`config.mk`:
```
export PLATFORM = sky130hd
export DESIGN_NAME = ifetch_unit
export DESIGN_NICKNAME = d
export VERILOG_FILES = /design/src/rtl/ifetch_pkg.sv /design/src/rtl/ifetch_out_reg.sv /design/src/rtl/ifetch_unit.sv
export SDC_FILE = /design/constraint.sdc
export NUM_CORES = 1
export LEC_CHECK = 0
export ABC_AREA = 0
export CAP_MARGIN = 20
export CORE_UTILIZATION = 39
export DETAILED_ROUTE_END_ITERATION = 12
export PLACE_DENSITY = 0.76
export SETUP_SLACK_MARGIN = 0.4
export SYNTH_ARGS = -nofsm -noshare
export SYNTH_HDL_FRONTEND = slang
export SYNTH_HIERARCHICAL = 1
export SYNTH_SLANG_ARGS = --single-unit
```
`constraint.sdc`:
```
create_clock -name clk -period 1.5 [get_ports clk]
set_input_delay 0.3 -clock clk [delete_from_list [all_inputs] [get_ports clk]]
set_output_delay 0.3 -clock clk [all_outputs]
set_load 0.05 [all_outputs]
```
`src/rtl/ifetch_pkg.sv`:
```
// Shared types and defaults for the instruction-fetch sequencer.
// Optional misalignment handling is enabled by IFETCH_ALIGN_CHK_EN (see ifetch_unit).
package ifetch_pkg;

    typedef enum logic [1:0] {
        S_IDLE = 2'd0,
        S_REQ  = 2'd1,
        S_DROP = 2'd2,
        S_HOLD = 2'd3
    } ifetch_state_e;

    localparam logic [31:0] DEF_RESET_PC = 32'h0040_0000;
    localparam logic [31:0] DEF_NOP_INST = 32'h0000_0000;

    typedef struct packed {
        logic [31:0] inst;
        logic [31:0] pc;
        logic        misalign;
    } fetch_pkt_t;

    function automatic logic is_misaligned(input logic [31:0] addr);
        return (addr[1:0] != 2'b00);
    endfunction

endpackage

```
`src/rtl/ifetch_out_reg.sv`:
```
// Holding register for the {inst, pc, misalign} packet presented to decode.
module ifetch_out_reg
    import ifetch_pkg::*;
#(
    parameter logic [31:0] RESET_PC = DEF_RESET_PC,
    parameter logic [31:0] NOP_INST = DEF_NOP_INST
) (
    input  logic       clk,
    input  logic       rst,
    input  logic       load,
    input  fetch_pkt_t din,
    output fetch_pkt_t dout
);

    fetch_pkt_t pkt_r;

    // Packet register: reset to the NOP/RESET_PC pair, otherwise load or hold.
    always_ff @(posedge clk) begin
        if (rst) begin
            pkt_r.inst     <= NOP_INST;
            pkt_r.pc       <= RESET_PC;
            pkt_r.misalign <= 1'b0;
        end else if (load) begin
            pkt_r <= din;
        end else begin
            pkt_r <= pkt_r;
        end
    end

    assign dout = pkt_r;

endmodule

```
`src/rtl/ifetch_unit.sv`:
```
// Instruction-fetch sequencer: latches PC, runs req/ack to imem, presents {inst, pc} to decode.
// Define IFETCH_ALIGN_CHK_EN to turn misaligned PCs into NOP packets flagged out_misalign.
module ifetch_unit
    import ifetch_pkg::*;
#(
    parameter logic [31:0] RESET_PC = DEF_RESET_PC,
    parameter logic [31:0] NOP_INST = DEF_NOP_INST
) (
    input  logic        clk,
    input  logic        rst,
    input  logic [31:0] pc,
    output logic        pc_ena,
    input  logic        flush,
    output logic        imem_req,
    output logic [31:0] imem_addr,
    input  logic        imem_ack,
    input  logic [31:0] imem_rdata,
    output logic        out_valid,
    input  logic        out_ready,
    output logic [31:0] out_inst,
    output logic [31:0] out_pc,
    output logic        out_misalign
);

    ifetch_state_e state_r;
    ifetch_state_e next_state_s;
    logic [31:0]   addr_r;
    logic          imem_req_r;
    logic          out_valid_r;
    logic          addr_load_s;
    logic          enter_req_s;
    logic          out_load_s;
    logic          pc_ena_s;
    fetch_pkt_t    out_din_s;
    fetch_pkt_t    out_q_s;

    // Next-state, capture and pc_ena decode; every path into S_REQ goes through enter_req_s.
    always_comb begin
        next_state_s       = state_r;
        enter_req_s        = 1'b0;
        addr_load_s        = 1'b0;
        out_load_s         = 1'b0;
        pc_ena_s           = 1'b0;
        out_din_s.inst     = imem_rdata;
        out_din_s.pc       = addr_r;
        out_din_s.misalign = 1'b0;

        case (state_r)
            S_IDLE: begin
                enter_req_s = 1'b1;
            end
            S_REQ: begin
                if (imem_ack) begin
                    if (flush) begin
                        enter_req_s = 1'b1;
                    end else begin
                        next_state_s = S_HOLD;
                        out_load_s   = 1'b1;
                        pc_ena_s     = 1'b1;
                    end
                end else if (flush) begin
                    next_state_s = S_DROP;
                end else begin
                    next_state_s = S_REQ;
                end
            end
            S_DROP: begin
                // The outstanding beat must still complete; its data is thrown away.
                if (imem_ack) begin
                    enter_req_s = 1'b1;
                end else begin
                    next_state_s = S_DROP;
                end
            end
            S_HOLD: begin
                if (flush || out_ready) begin
                    enter_req_s = 1'b1;
                end else begin
                    next_state_s = S_HOLD;
                end
            end
            default: begin
                next_state_s = S_IDLE;
            end
        endcase

        if (enter_req_s) begin
            addr_load_s = 1'b1;
`ifdef IFETCH_ALIGN_CHK_EN
            if (is_misaligned(pc)) begin
                next_state_s       = S_HOLD;
                out_load_s         = 1'b1;
                out_din_s.inst     = NOP_INST;
                out_din_s.pc       = pc;
                out_din_s.misalign = 1'b1;
            end else begin
                next_state_s = S_REQ;
            end
`else
            next_state_s = S_REQ;
`endif
        end else begin
            addr_load_s = 1'b0;
        end
    end

    // State, fetch address and registered Moore outputs.
    always_ff @(posedge clk) begin
        if (rst) begin
            state_r     <= S_IDLE;
            addr_r      <= 32'h0000_0000;
            imem_req_r  <= 1'b0;
            out_valid_r <= 1'b0;
        end else begin
            state_r     <= next_state_s;
            addr_r      <= addr_load_s ? pc : addr_r;
            imem_req_r  <= (next_state_s == S_REQ) || (next_state_s == S_DROP);
            out_valid_r <= (next_state_s == S_HOLD);
        end
    end

    ifetch_out_reg #(
        .RESET_PC (RESET_PC),
        .NOP_INST (NOP_INST)
    ) u_out_reg (
        .clk  (clk),
        .rst  (rst),
        .load (out_load_s),
        .din  (out_din_s),
        .dout (out_q_s)
    );

    assign pc_ena       = pc_ena_s;
    assign imem_req     = imem_req_r;
`ifdef IFETCH_ALIGN_CHK_EN
    assign imem_addr    = addr_r;
`else
    assign imem_addr    = addr_r & 32'hFFFF_FFFC;
`endif
    assign out_valid    = out_valid_r;
    assign out_inst     = out_q_s.inst;
    assign out_pc       = out_q_s.pc;
    // Only the misaligned path ever loads a 1, so this stays 0 in the default build.
    assign out_misalign = out_q_s.misalign;

endmodule
```
# Yosys cells after proc, flatten, opt, wreduce, memory -nomap -nowiden
# Index checks and enable logic that the tools add are counted.
# Widths: inputs -> output; s select.
# totals
inputBits	69
regBits	100
out_inout_bits	100
# classes
n_eq_ne	6
reduce_logical	3
mux	16
# ops
op	n
$mux 2	6
$eq 2x2->1 const B	4
$mux 1	8
$pmux 2 s3	1
$eq 2x1->1 const B	2
$pmux 1 s4	1
$logic_not 2->1	1
$logic_or 1x1->1	2

# Logic depth before layout (Yosys ltp)
# Gate-level depths: netlist (run 1).
# depth
depth_word	6
depth_mapped	6
mapped_depth_nobuf	5

# Cells and area by module
# Netlist (run 1), hierarchy kept.
# modules_own_cells
mod	area_per_inst_um2	seq_area_each_um2	cells_per_inst	instances
ifetch_out_reg	2344.7	1301.2	209	1
ifetch_unit	1913.1	720.7	194	1

# Worst setup path after synthesis (run 1)
# Ideal clock, no wire load.
# synth_path
kind	register -> register
from	register state_r[0]
to	register u_out_reg.pkt_r (netlist bit u_out_reg/dout[21])
n_path_buf	2
t_required_ps	1372
arrival_ps	2559
slack_ps	-1187
setup_ps	128
stages_incl_launch_ff	7
cell_sequence	dfxtp_1 > nand2b_1 > nor3b_1 > buf_6 > buf_12 > mux2i_1 > nor2_1
# synth_between
elab_chain_cells	2
# synth_lines
element	line_no	text
from (decl)	ifetch_unit.sv:25	ifetch_state_e state_r;
from (signal assigned)	ifetch_unit.sv:115	state_r <= next_state_s;
$eq 2x1->1	--	
$mux 1	--	
via pc_ena	ifetch_unit.sv:12	output logic pc_ena,
to (signal assigned)	ifetch_out_reg.sv:24	pkt_r <= din;
to (signal assigned)	ifetch_out_reg.sv:26	pkt_r <= pkt_r;
to (decl)	ifetch_out_reg.sv:15	fetch_pkt_t pkt_r;
# The timed path passes the listed nets, and every way through them passes these cells.
# A chain may end at the register's enable or synchronous reset.

# Final worst setup path (run 1)
# layout_path
from	register state_r[1]
to	output pc_ena
# layout_between
elab_chain_cells	2
# layout_lines
element	line_no	text
$eq 2x1->1	ifetch_unit.sv:48	case (state_r)
$mux 1	ifetch_unit.sv:48	
to (decl)	ifetch_unit.sv:12	
# No other way between the ends.

==> metrics.md, run 1 <==
| Metric | Value |
|---|---|
| Global placer's final weighted congestion | `0.732` |
| Row cnt | `37` |
| Cts bufs inserted | `9` |
| Total grt overflow | `0` |
| CP arrival | `between 1000 and 1500 ps` |
| DRC viols | `0` |
| Final Instance Count excl. Fillers | `between 700 and 800` |
| Hpwl dp | `7840 µm` |
| Fmax | `between 600 and 700 MHz` |
| Largest family of logic cells by synthesized area | `multiplexers` |
| Worst setup EP type | `output pin` |
| Routed wire length | `~12000 µm` |
| Count of cell types in the netlist | `23` |
| Synthesized area per cell | `10.6 µm²` |
| Clock Latency Late Sink | `350 ps` |
| Antenna violations before repair | `0` |
| Post-synthesis instance total | `403` |
| Post-synthesis xor/xnor area fraction | `0.206%` |
| Worst hold path cell count | `3` |
| WL per Instance | `roughly 16 µm` |
| Final-report max-slew violation count | `0` |
| Peak supply drop | `0.638 mV` |
| DRT iter0 DRCs | `approximately 110` |
| Core area | `around 0.010 mm²` |
| Total track usage | `roughly a fifth` |
| Max-Cap Viols | `0` |
| Starting Density | `40.7%` |
| Post-layout net count | `661` |
| CTS tree | `built` |
| Final Cycle Share | `110%` |
| Die ar. | `between 0.01 and 0.015 mm²` |
| Seq/Total Area, Yosys | `a little under half` |
| Fraction of layout cells with a size suffix above 1 | `49.2%` |
| Ant diodes | `0` |
| RSZ-0062 raised after global routing | `true` |
| Pleak | `3.16 nW` |
| Reg2reg path depth | `7` |
| Routed Antenna Nets | `0` |
| Die height | `106 µm` |
| Vias | `3371` |
| Worst hold path class | `in2reg` |
| Syn-to-layout area delta | `84.9%` |
| Final Hold Fails | `0` |
| Port-buffer cells | `approximately 170` |
| CTS H-tree lvls | `3` |
| 1st-pass router iterations | `6` |
| WHS | `a little under 400 ps` |
| Clock Tree Buf Depth | `2` |
| Width of the die | `106 µm` |
| Post-layout min period | `between 1500 and 2000 ps` |
| Skew final | `~21 ps` |
| CTS root buffer | `clkbuf_8` |
| Simple-Gate Fraction of Synth Area | `16.9%` |
| FF-to-FF setup slack | `-140 ps` |
| Vias in the first global route | `3501` |
| Pwr Density | `846 mW/mm²` |
| Max FO, Critical Path | `3` |
| Complex-gate fraction of the synthesized area | `1.29%` |
| Failing checks | `negative setup slack` |
| Status | `complete, but fails checks` |
| Clock-pin slew on the worst setup and hold paths | `90 ps` |
| Final WS setup | `-151 ps` |
| Post-synthesis adder-cell area fraction | `0.294%` |
| Largest net degree at the start of global routing | `76` |
| Post-synthesis mux area share | `22.6%` |
| IO Pins | `169` |
| First-pass GRT wire length | `about 18000 µm` |
| Finish-stage setup viols | `58` |
| Crit path launch type | `flip-flop` |
| Netlist Area Pre-Place | `0.00426 mm²` |
| Ys Warns | `6` |
| Critical path type | `reg2out` |
| CP required | `1200 ps` |
| Vias per cell | `4.61` |
| Fillers | `695` |
| Inst Count DP | `roughly 670` |
| Synth Register Bits | `101` |
| CTS Sinks | `101` |
[synth_stat cells]
cell type  count  area, µm²
buf_6          1       11.3
a211o_1        1       8.76
nor3b_1        1       7.51
o22ai_4        1       20.0
dfxtp_1      101       2020
nand2_1        1       3.75
nand3_1        1       5.00
a21oi_1        2       10.0
nand2b_1      68        425
xor2_1         1       8.76
a21o_1         1       7.51
mux2i_1       96        961
ha_1           1       12.5
buf_12         8        160
nand3b_1       1       7.51
nor2b_1        5       31.3
buf_4         33        248
clkbuf_1       7       26.3
nor2_1        64        240
buf_1          5       18.8
conb_1         1       3.75
buf_2          2       10.0
o21ai_2        1       8.76
[cells in the final DEF (no fill, tap or decap), types with 2 or more instances in the layout]
cell	netlist	routed
buf_12	8	108
buf_16	0	4
buf_4	33	38
buf_6	1	11
clkbuf_16	0	4
clkbuf_8	0	11
clkdlybuf4s50_1	0	65
conb_1	1	3
dfxtp_1	101	2
dfxtp_2	0	78
dfxtp_4	0	21
dlygate4sd2_1	0	2
mux2i_1	96	92
mux2i_2	0	3
nand2b_1	68	65
nand2b_4	0	3
nor2_1	64	64
nor2b_1	5	4
[stage by stage]
| stage | power (mW) | cell area (µm²) | setup TNS, ps | util [%] | setup WS [ps] |
|---|---|---|---|---|---|
| detailed placement | 4.71 | 6870 | -31730 | 65.7 | -398 |
| global placement | 4.67 | 6870 | -24850 | 65.7 | -294 |
| floorplan | 3.95 | 4300 | -17660 | - | -303 |
| CTS | 6.65 | 7670 | -3960 | 73.3 | -150 |
| finish | 6.66 | 7870 | -4110 | 75.2 | -151 |
| global route | 6.94 | 7870 | -8160 | 75.2 | -206 |
[logic make-up after synthesis]
family | count (synthesis)
AOI/OAI and AO/OA | 6
xor gates and xnor gates | 1
adders and majority gates | 1
buffers and inverters | 56
DFF | 101
muxes | 96
other | 1
and+or+nand+nor | 141
[sequential cells by signal (all words and copies together) (netlist names)]
| signal | cells |
|---|---|
| addr_r | 32 |
| u_out_reg/dout | 65 |
| state_r | 2 |
| out_valid | 1 |
| imem_req | 1 |
[worst paths after layout]
check	endpoint	start
min	imem_req	rst
min reg2reg	addr_r[1]	addr_r[1]
max reg2reg	u_out_reg/dout[36]	state_r[1]
max	pc_ena	state_r[1]
[worst max-delay path, cell delays in order (launching register included)]
cell	delay, ps
dfxtp_2	330
nand2b_4	140
nor3b_4	270
buf_12	150
buf_12	120
[repair_timing]
item,4_1_cts,5_1_grt
gates resized for setup,131,21
endpoints found under the setup margin,199,198
setup buffers,36,5
hold buffers,0,0
pin swaps,3,9
gates cloned,4,3
[power breakdown]
| group | switching [mW] | internal (mW) |
|---|---|---|
| Combinational | 0.887 | 1.10 |
| Sequential | 0.143 | 2.83 |
| Clock | 0.912 | 0.797 |
[routing by layer]
layer  GRT usage, %  share of wire (%)
met1           21.7                 39
met4           7.05                2.0
met2           36.8                 52
met3           5.15                6.4
met5              0                  0
[final cells by class]
| cell class | count | area (µm²) | share of cell area [%] |
|---|---|---|---|
| sequential | 101 | 2200 | 27.9 |
| tap | 136 | 170 | 2.16 |
| timing repair buffer | 231 | 3420 | 43.5 |
| clock buffer | 12 | 176 | 2.24 |
| multi-input combinational | 248 | 1880 | 23.9 |
| clock inverter | 3 | 25.0 | 0.318 |
No activity file was read; power rests on OpenSTA's default activity.
==> run 2, diff against run 1 <==
--- a/config.mk
+++ b/config.mk
@@ -7,9 +7,9 @@
 export LEC_CHECK = 0
 export ABC_AREA = 0
 export CAP_MARGIN = 20
-export CORE_UTILIZATION = 39
+export CORE_UTILIZATION = 44
 export DETAILED_ROUTE_END_ITERATION = 12
-export PLACE_DENSITY = 0.76
+export PLACE_DENSITY = 0.81
 export SETUP_SLACK_MARGIN = 0.4
 export SYNTH_ARGS = -nofsm -noshare
 export SYNTH_HDL_FRONTEND = slang
==> constraint.sdc (replaced) <==
create_clock -name clk -period 1.8 [get_ports clk]
set_input_delay 0.36 -clock clk [delete_from_list [all_inputs] [get_ports clk]]
set_output_delay 0.36 -clock clk [all_outputs]
set_load 0.05 [all_outputs]
==> metrics.md, run 2 (same netlist as run 1, synthesis figures left out) <==
| Metric | Value |
|---|---|
| Status | `finished, final reports clean` |
| Antenna violations before repair | `0 (unchanged)` |
| Starting Density | `45.6% (+5.0 points)` |
| CTS tree | `built` |
| Fmax | `605 MHz` |
| Buf/Inv on CP | `2 (unchanged)` |
| Die height | `100 µm (-5.7%)` |
| Width of the die | `100 µm (-5.7%)` |
| CTS root buffer | `clkbuf_8` |
| Critical-path cell list | `nand2b_4 > nor3b_4 > buf_6 > buf_12` |
| Clock Latency Late Sink | `360 ps (about the same)` |
| Vias per cell | `4.66 (+1.1%)` |
| Slowest cell on crit path | `dfxtp_2` |
| Pwr Density | `811 mW/mm² (-4.2%)` |
| Final WS setup | `148 ps (+299 ps)` |
| Skew final | `11.9 ps (-9.53 ps)` |
| Row cnt | `35 (-5.4%)` |
| Min-delay src | `rst` |
| FF-to-FF setup slack | `160 ps (+300 ps)` |
| DRT iter0 DRCs | `64 (-39%)` |
| CP peak stage delay | `330 ps (about the same)` |
| CP required | `1440 ps (+240 ps)` |
| Setup TNS | `0 ps (+4110 ps)` |
| Worst slack, placed | `-156 ps (+242 ps)` |
| Top delay family on crit path | `simple AND/OR/NAND/NOR gates` |
| Worst hold path cell count | `2 (-1)` |
| 1st-pass router iterations | `6 (unchanged)` |
| Hold Path Sink | `u_out_reg/dout[4]` |
| DRC viols | `0 (unchanged)` |
| Worst r2r dst | `u_out_reg/dout[49]` |
| Pleak | `2.60 nW (-18%)` |
| Routed wire length | `10000 µm (-13%)` |
| Ant diodes | `0 (unchanged)` |
| Max FO, Critical Path | `2 (-1)` |
| Worst setup EP type | `output pin` |
| Peak supply drop | `0.539 mV (-15%)` |
| First-pass GRT wire length | `14700 µm (-17%)` |
| Port-buffer cells | `166 (unchanged)` |
| Final-report max-slew violation count | `0 (unchanged)` |
| Die ar. | `0.0101 mm² (-11%)` |
| Syn-to-layout area delta | `43.5%` |
| Cts bufs inserted | `9 (unchanged)` |
| Post-layout net count | `626 (-5.3%)` |
| Final Cycle Share | `91.8%` |
| Max reg flops | `65 (unchanged)` |
| Most frequent cells in the layout | `106 x buf_4, 99 x dfxtp_1, 94 x mux2i_1, 67 x nand2b_1, 65 x clkdlybuf4s50_1` |
| RR Startpoint | `state_r[1]` |
| Largest net degree at the start of global routing | `55 (-28%)` |
| Commonest non-fill, non-tap cell in the layout | `buf_4` |
| Final Hold Fails | `0 (unchanged)` |
| Critical path type | `reg2out` |
| IO Pins | `169 (unchanged)` |
| Core area | `0.00933 mm² (-11%)` |
| CTS Sinks | `101 (unchanged)` |
| Vias | `3218 (-4.5%)` |
| Vias in the first global route | `3093 (-12%)` |
| Post-CTS Hold Buffers | `0 (unchanged)` |
| CTS H-tree lvls | `3 (unchanged)` |
| Hpwl dp | `6580 µm (-16%)` |
| Routed Antenna Nets | `0 (unchanged)` |
| Crit path launch type | `flip-flop` |
| Post-layout min period | `1650 ps` |
| Reg2reg path depth | `8 (+1)` |
| Max-Cap Viols | `0 (unchanged)` |
| Clock-pin slew on the worst setup and hold paths | `90 ps (about the same)` |
| CP arrival | `1290 ps (-60 ps)` |
| RSZ-0062 raised after global routing | `true` |
| Fraction of layout cells with a size suffix above 1 | `26.9% (-22 points)` |
| Worst hold path class | `in2reg` |
| Clock Tree Buf Depth | `2 (unchanged)` |
| Total grt overflow | `0 (unchanged)` |
| Total track usage | `18.4% (-1.4 points)` |
| Finish-stage setup viols | `0 (-100%)` |
| Global placer's final weighted congestion | `0.728 (-0.51%)` |
| WL per Instance | `14.5 µm (-7.9%)` |
run 2: cell count changes in the layout (fill, tap and decap cells not counted), moves of 8 or more:
cell | previous run | this run
buf_12 | 108 | 9
buf_4 | 38 | 106
buf_6 | 11 | 3
dfxtp_1 | 2 | 99
dfxtp_2 | 78 | 1
dfxtp_4 | 21 | 1
run 2: how the worst max path moves through the flow:
stage	from	endpoint	slack [ps]	cells past startpoint
5_1_grt	state_r[1]	pc_ena	80	4
4_1_cts	state_r[1]	pc_ena	140	4
3_5_place_dp	flush	u_out_reg/dout[49]	-160	5
3_3_place_gp	flush	u_out_reg/dout[23]	-110	5
2_1_floorplan	state_r[1]	u_out_reg/dout[21]	-3	6
6_report	state_r[1]	pc_ena	150	4
run 2: cell type report:
type / instances / area [µm²]
Fill cell: 720 / 3220
Sequential cell: 101 / 2030
Timing Repair Buffer: 196 / 1940
Multi-Input combinational cell: 248 / 1800
Tap cell: 129 / 161
Clock buffer: 12 / 145
Clock inverter: 4 / 32.5
run 2: repair_timing:
item / CTS / global route
setup endpoints to repair: 100 / 80
gates resized for setup: 6 / 12
setup buffers: 4 / 4
pin swaps: 1 / 4
cloned: 2 / 7
run 2: routing by layer:
layer / routed length, µm / track usage, % / part of all wire [%]
met5: 0 / 0 / 0
met4: 150 / 7.13 / 1.5
met3: 745 / 5.71 / 7.4
met2: 4880 / 31.4 / 49
met1: 4260 / 21.6 / 42
run 2: power breakdown:
group	internal [mW]	switching [mW]	leakage (nW)
Clock	0.550	0.762	0.0832
Sequential	2.35	0.0790	0.825
Combinational	0.547	0.671	1.69
run 2: metrics by stage:
stage,hold WS [ps],cell area (µm²),power [mW],cells,util (%)
floorplan,448,4290,3.29,405,-
CTS,358,5850,4.92,679,62.7
global placement,459,5570,3.57,657,59.7
finish,383,6110,4.95,690,65.5
detailed placement,471,5570,3.59,657,59.7
global route,378,6110,5.17,690,65.5
